[src/rtl/event_blinker.sv]
// event_blinker
//   Turns one-cycle event strobes into fixed-length LED blinks. Strobes that
//   arrive while a blink (or its trailing dark gap) is in progress are counted
//   in a saturating queue and replayed back-to-back, each followed by a full
//   dark gap.
//
//   Parameters
//     ON_CYCLES   LED-on duration in clk cycles (>= 1)
//     GAP_CYCLES  dark gap after each blink in clk cycles (>= 1)
//     MAX_PEND    maximum queued events (>= 1), saturating
//
//   Ports
//     clk        system clock
//     reset_n    asynchronous active-low reset
//     pulse      event strobe, each high cycle is one event
//     led        blink output, high for ON_CYCLES per event
//     busy       high whenever a blink or gap is in progress
//     pending    number of queued events
//     overflow   sticky dropped-event flag   (EVENT_BLINKER_OVERFLOW_EN only)
//     clear_ovf  synchronous overflow clear  (EVENT_BLINKER_OVERFLOW_EN only)
//
//   Build option: define EVENT_BLINKER_OVERFLOW_EN to add overflow/clear_ovf.
//   Without it, dropped events are silently discarded.
module event_blinker #(
  parameter int unsigned ON_CYCLES  = 12_500_000,
  parameter int unsigned GAP_CYCLES = 12_500_000,
  parameter int unsigned MAX_PEND   = 7,
  localparam int unsigned PW   = $clog2(MAX_PEND + 1),
  localparam int unsigned TMAX = (ON_CYCLES > GAP_CYCLES) ? ON_CYCLES : GAP_CYCLES,
  localparam int unsigned TW   = (TMAX > 1) ? $clog2(TMAX) : 1
) (
  input  logic          clk,
  input  logic          reset_n,
  input  logic          pulse,
`ifdef EVENT_BLINKER_OVERFLOW_EN
  input  logic          clear_ovf,
  output logic          overflow,
`endif
  output logic          led,
  output logic          busy,
  output logic [PW-1:0] pending
);

  typedef enum logic [1:0] {
    IDLE,
    ON,
    GAP
  } state_t;

  localparam logic [TW-1:0] ON_LOAD  = TW'(ON_CYCLES - 1);
  localparam logic [TW-1:0] GAP_LOAD = TW'(GAP_CYCLES - 1);
  localparam logic [PW-1:0] PEND_MAX = PW'(MAX_PEND);

  state_t        state;
  logic [TW-1:0] timer;

`ifdef EVENT_BLINKER_OVERFLOW_EN
  // A strobe is lost only when it would be queued while the queue is full.
  // On the last gap cycle a queued event is consumed at the same time, so a
  // strobe there never overflows.
  logic dropped;

  always_comb begin
    dropped = 1'b0;
    if (pulse && (pending == PEND_MAX)) begin
      if (state == ON)
        dropped = 1'b1;
      else if ((state == GAP) && (timer != '0))
        dropped = 1'b1;
    end
  end
`endif

  always_ff @(posedge clk or negedge reset_n) begin
    if (!reset_n) begin
      state   <= IDLE;
      timer   <= '0;
      led     <= 1'b0;
      busy    <= 1'b0;
      pending <= '0;
`ifdef EVENT_BLINKER_OVERFLOW_EN
      overflow <= 1'b0;
`endif
    end else begin
      case (state)
        IDLE: begin
          if (pulse) begin
            state <= ON;
            timer <= ON_LOAD;
            led   <= 1'b1;
            busy  <= 1'b1;
          end
        end

        ON: begin
          if (timer == '0) begin
            state <= GAP;
            timer <= GAP_LOAD;
            led   <= 1'b0;
          end else begin
            timer <= timer - TW'(1);
          end
          if (pulse && (pending != PEND_MAX))
            pending <= pending + PW'(1);
        end

        GAP: begin
          if (timer == '0) begin
            if (pending != '0) begin
              // Consume one queued event; a coincident strobe replaces it.
              state <= ON;
              timer <= ON_LOAD;
              led   <= 1'b1;
              if (!pulse)
                pending <= pending - PW'(1);
            end else if (pulse) begin
              // Fresh strobe on the last gap cycle restarts without idling.
              state <= ON;
              timer <= ON_LOAD;
              led   <= 1'b1;
            end else begin
              state <= IDLE;
              busy  <= 1'b0;
            end
          end else begin
            timer <= timer - TW'(1);
            if (pulse && (pending != PEND_MAX))
              pending <= pending + PW'(1);
          end
        end

        default: begin
          state <= IDLE;
          timer <= '0;
          led   <= 1'b0;
          busy  <= 1'b0;
        end
      endcase

`ifdef EVENT_BLINKER_OVERFLOW_EN
      if (dropped)
        overflow <= 1'b1;
      else if (clear_ovf)
        overflow <= 1'b0;
`endif
    end
  end

endmodule

[config.mk]
export PLATFORM = sky130hd
export DESIGN_NAME = event_blinker
export DESIGN_NICKNAME = d
export VERILOG_FILES = /design/src/rtl/event_blinker.sv
export SDC_FILE = /design/constraint.sdc
export NUM_CORES = 1
export LEC_CHECK = 0
export BUFFER_PORTS_ARGS = -buffer_cell sky130_fd_sc_hd__buf_2
export CORE_MARGIN = 5
export CORE_UTILIZATION = 28
export DETAILED_ROUTE_END_ITERATION = 10
export GPL_TIMING_DRIVEN = 0
export SLEW_MARGIN = 10
export SYNTH_ARGS = -nofsm -noshare
export SYNTH_HDL_FRONTEND = slang
export SYNTH_SLANG_ARGS = --single-unit
[constraint.sdc]
create_clock -name clk -period 5.4 [get_ports clk]
set_clock_uncertainty 0.05 [all_clocks]
set_input_delay 0.27 -clock clk [delete_from_list [all_inputs] [get_ports clk]]
set_output_delay 0.27 -clock clk [all_outputs]
set_load 0.005 [all_outputs]
After elaboration in Yosys (flattened, before gate mapping)
Cells that the tools add are included.
- add/sub/neg operators: 3
- eq/ne operators: 10
- mux-type cells: 26
- bitwise logic cells: 1
- reduce and logical (&&, ||, !) cells: 9
- operators with widths (kind ; count):
    24-bit two-way mux ; 4
    24-bit case mux with 3 select lines ; 1
    24-bit logical NOT ; 1
    24-bit by 1-bit subtractor with 24-bit output, second input constant ; 1
    3-bit two-way mux ; 4
    1-bit two-way mux ; 10
    2-bit != test, second input constant ; 5
    3-bit != test, second input constant ; 3
    2-bit two-way mux ; 3
    1-bit case mux with 3 select lines ; 2
    2-bit case mux with 3 select lines ; 1
    3-bit case mux with 2 select lines ; 1
    3-bit AND reduction ; 2
    5-bit AND reduction ; 1
    3-bit by 1-bit adder with 3-bit output, second input constant ; 1
    3-bit nonzero test ; 1
    3-bit by 1-bit subtractor with 3-bit output, second input constant ; 1
    2-bit by 1-bit == test with 1-bit output, second input constant ; 1
    2-bit == test, second input constant ; 1
    2-bit logical NOT ; 1
    2-bit AND reduction ; 1
    2-bit nonzero test ; 1
    1-bit logical AND ; 1
    1-bit inverter ; 1
- register bits: 31
- output and inout bits: 5

Longest topological paths before layout
- word-level depth: 5
- depth in mapped cells: 9
- mapped depth without buffers: 8

Worst setup path before layout
Ideal clock, no wire load.
- path kind: register -> register
- from: register timer[16]
- to: register timer[0]
- data arrival time: 1.825 ns
- setup slack: 3.399 ns
- cell stages (with the launch flop): 8
- path buffers: 2
- path through: dfrtp_1 -> buf_2 -> nor4_4 -> nand4_2 -> nor4_4 -> buf_6 -> a31oi_1 -> o311a_1
- word-level cells in the longest chain between the ends: 3
- elaborated cells on any way between the ends: 4
- those cells by class: mux (3); reduce/logical (1)
- ends and longest elaborated chain (element ; line ; source):
    start, declared ; 55 ; logic [TW-1:0] timer;
    start signal, assigned ; 101 ; timer <= timer - TW'(1);
    start signal, assigned ; 126 ; timer <= timer - TW'(1);
    24-bit logical NOT * ; 96, 108 ;
    24-bit two-way mux, on equally long branches ; 108, 96 ;
    24-bit case mux with 3 select lines * ; 85 ; case (state)
Mark *: on every way between the ends. The rest lies on a longest branch, timed or not.
A chain may end at the register's enable or synchronous reset.

Final worst setup path
- from: register timer[0]
- to: register timer[12]
- word-level cells in the longest chain between the ends: 3
- elaborated cells on any way between the ends: 5
- those cells by class: add/sub (1); mux (3); reduce/logical (1)
- ends and longest elaborated chain (element ; line):
    24-bit by 1-bit subtractor with 24-bit output or 24-bit logical NOT (tied branches) ; -
    24-bit two-way mux, on equally long branches ; 108, 96
    24-bit case mux with 3 select lines * ; 85
Marks and branches as above.

==> run metrics <==
post-synthesis sequential area ratio 34.37%; Final GP Congestion 0.8720; Synth-to-Final Area Change 11.81%; CTS Buf Count 5; final core occ 32.32%; Post-Synth Simple-Gate Area 29.60%; Synth async-reset ratio 100.0%; Compound-Gate Fraction of Synth Area 25.00%; n_diodes 0; Sum Neg Setup Slack 0 ns; Synth Cell Area 0.002257 sq mm; DRT iter0 DRCs 216; DRC viols 0; CTS tree done; syn_area_per_cell 8.149 sq um; Synth Area in Adders 3.326%; die area 0.009957 sq mm; Crit path depth 9; CTS max path bufs 2; Worst Setup SP timer[0]; EDFF count, synth 0; # nets final 300; final instance area 0.002524 sq mm; leakage 0.9859 nW; fraction of layout cells with a size suffix above 1 11.64%; Synth cell types 58; setup ws final 3.009 ns; top cell type's share of synthesized area 34.37%; Via Count 2,202; top_reg_cell synth dfrtp_1; most common cell in the netlist dfrtp_1; clk_lat worst skew 0.29 ns; final-report max-slew violation count 0; largest family of logic cells by synthesized area simple AND/OR/NAND/NOR gates; HP Class in2async; first-pass GRT wire length 10.90 mm; mux cell area share after synthesis 1.330%; metal2 WL 2.979 mm; total core area 0.007807 sq mm; Buf/Inv on CP 2; Synth area leaders dfrtp_1 34%, o21ai_0 6.4%, nand2_1 4.7%; routed len/inst 16.51 um; Die Width 99.79 um; number of global-route vias before repair 2,080; Post-CTS Setup Repair Bufs 0; post-CTS sizing 0; Layout fillers 814; Worst Max-Slew Pin Slew 0.8118 ns; CP cell instances inv_1, ha_1, nor4b_2, nand4_2, nor3_2, o21ai_2, buf_2, o21ai_0, nand3_1; Yosys reg bits 31; Initial Util 28.91%; type of the worst setup path reg2reg; Clock Tree Root clkbuf_8; post-synth top area cell dfrtp_1; dpl ws 3.044 ns; dpl hpwl 4.661 mm; wire length on met3 386 um; Post-Syn Nets 286; violated checks hold timing; DR top layer met4; Post-Synth XOR/XNOR Area 1.164%; Synth Instances 277; Worst EP arrival 2.50 ns; CTS Hold Bufs 0; DR vias/cell 5.589; Cell Area, Placed 0.002420 sq mm; Setup-failing EPs final 0; Fin. Hold Viols 9; clock sink total 31; r2r startpoint timer[0]; Period minus WS final 2.391 ns; PwrDens 353.5 mW/mm^2; unrepaired setup endpoints after global routing no; slew margin rel. 45.31%; Worst setup EP type flip-flop; global-route usage over all layers 13.69%; critical path's largest stage delay 0.43 ns; Routed Antenna Nets 0; hold_ws -0.007640 ns; multi-input logic area 0.001364 sq mm; reg2reg path depth 9; wl on met1 3.022 mm; status finished with violations; die height 99.79 um; largest net degree at the start of global routing 32; sequential cell area 775.7 sq um; CTS H-tree depth 2; max frequency 0.4182 GHz; Crit path max-delay family simple AND/OR/NAND/NOR gates; row count 32; number of synthesis warnings 0; Peak VDD IR 144.4 uV; Slowest-stage cell, CP dfrtp_1; period utilisation layout 44.28%; Required @ worst endpoint 5.51 ns; max-cap viol count 0; CP startpoint kind flip-flop; GR Overflow Total 0; Initial DRT Pass Iterations 4; Crit Path Max Fanout 10; # IOs 8; I/O Buffers 7; commonest cells in the netlist 31 x dfrtp_1, 29 x o21ai_0, 28 x nand2_1, 21 x nor2_1, 20 x a21oi_1; CTS clk-pin slew, worst paths 0.08 ns; drt total wl 6.506 mm; initial antenna violation count 0
==> area by class of cell <==
class | instances | area share (%)
sequential | 31 | 30.74
clock buffer | 7 | 3.818
timing repair buffer | 7 | 1.388
clock inverter | 1 | 0.2975
multi-input combinational | 220 | 54.04
tap | 102 | 5.057
inverter | 9 | 1.339
buffer | 17 | 3.322
==> power by group <==
| group | switching [mW] | total (mW) | internal, mW |
|---|---|---|---|
| combinational | 0.172 | 0.299 | 0.127 |
| sequential | 0.0833 | 0.382 | 0.299 |
| clock | 0.0950 | 0.211 | 0.116 |
| total | 0.351 | 0.892 | 0.542 |
==> worst reg2reg max path, stage by stage (launching register included) <==
cell	delay [ns]
dfrtp_1	0.43
inv_1	0.10
ha_1	0.16
nor4b_2	0.34
nand4_2	0.22
nor3_2	0.38
o21ai_2	0.15
buf_2	0.25
o21ai_0	0.10
nand3_1	0.10
==> metrics by stage <==
step	total power, mW	std cells
2_1_floorplan	0.5959	277
3_3_place_gp	0.6758	386
3_5_place_dp	0.6818	386
4_1_cts	0.8953	394
5_1_grt	0.9581	394
6_report	0.8921	394
==> sequential cells by signal (all words and copies together) (netlist names) <==
signal / count
state: 2
pending: 3
busy: 1
timer: 24
led: 1
==> worst paths after layout <==
kind,endpoint,slack [ns]
worst max-delay path,timer[12],3.01
worst min-delay path,timer[4],-0.008
worst max register to register,timer[12],3.01
worst min register to register,busy,0.48
max in group asynchronous,pending[2],4.81
min in group clk,timer[11],0.33
==> placed cells by master, fill, tap and decap left out, types with 2 or more instances in the layout <==
cell	Yosys	routed
buf_6	2	2
nor3_2	2	2
o221ai_1	3	3
o21ai_0	29	29
o31a_1	2	2
buf_2	3	10
ha_1	6	6
o22ai_1	2	2
nor2_1	21	21
a31oi_1	8	8
mux2i_1	3	3
a22oi_1	2	2
nor4_4	2	2
nand2_1	28	28
and3_1	5	5
o211ai_1	5	5
xnor2_1	2	2
o21ai_1	3	3
nor3_1	11	11
nor2b_1	6	6
nand4_1	3	3
dfrtp_1	31	31
clkbuf_1	11	11
nand3_1	17	17
nor4_1	5	5
a21oi_1	20	20
nand2b_1	5	5
inv_1	9	9
o41ai_1	2	2
clkbuf_8	0	7
==> kinds of logic (layout without fill, tap and decap cells) <==
| kind of cell | after synthesis | in the layout |
|---|---|---|
| AO/OA/AOI/OAI | 91 | 91 |
| XOR/XNOR | 3 | 3 |
| adder cells (fa/ha/maj) | 6 | 6 |
| buffers and inverters | 26 | 41 |
| flip-flops | 31 | 31 |
| multiplexers | 3 | 3 |
| AND/OR/NAND/NOR | 117 | 117 |
==> layer usage <==
metal	GRT usage, %	vias up
met5	0	-
met4	4.937	0
met3	2.224	8
met2	21.65	66
met1	18.85	1067
li1	-	1061
No activity file was read; power rests on OpenSTA's default activity.
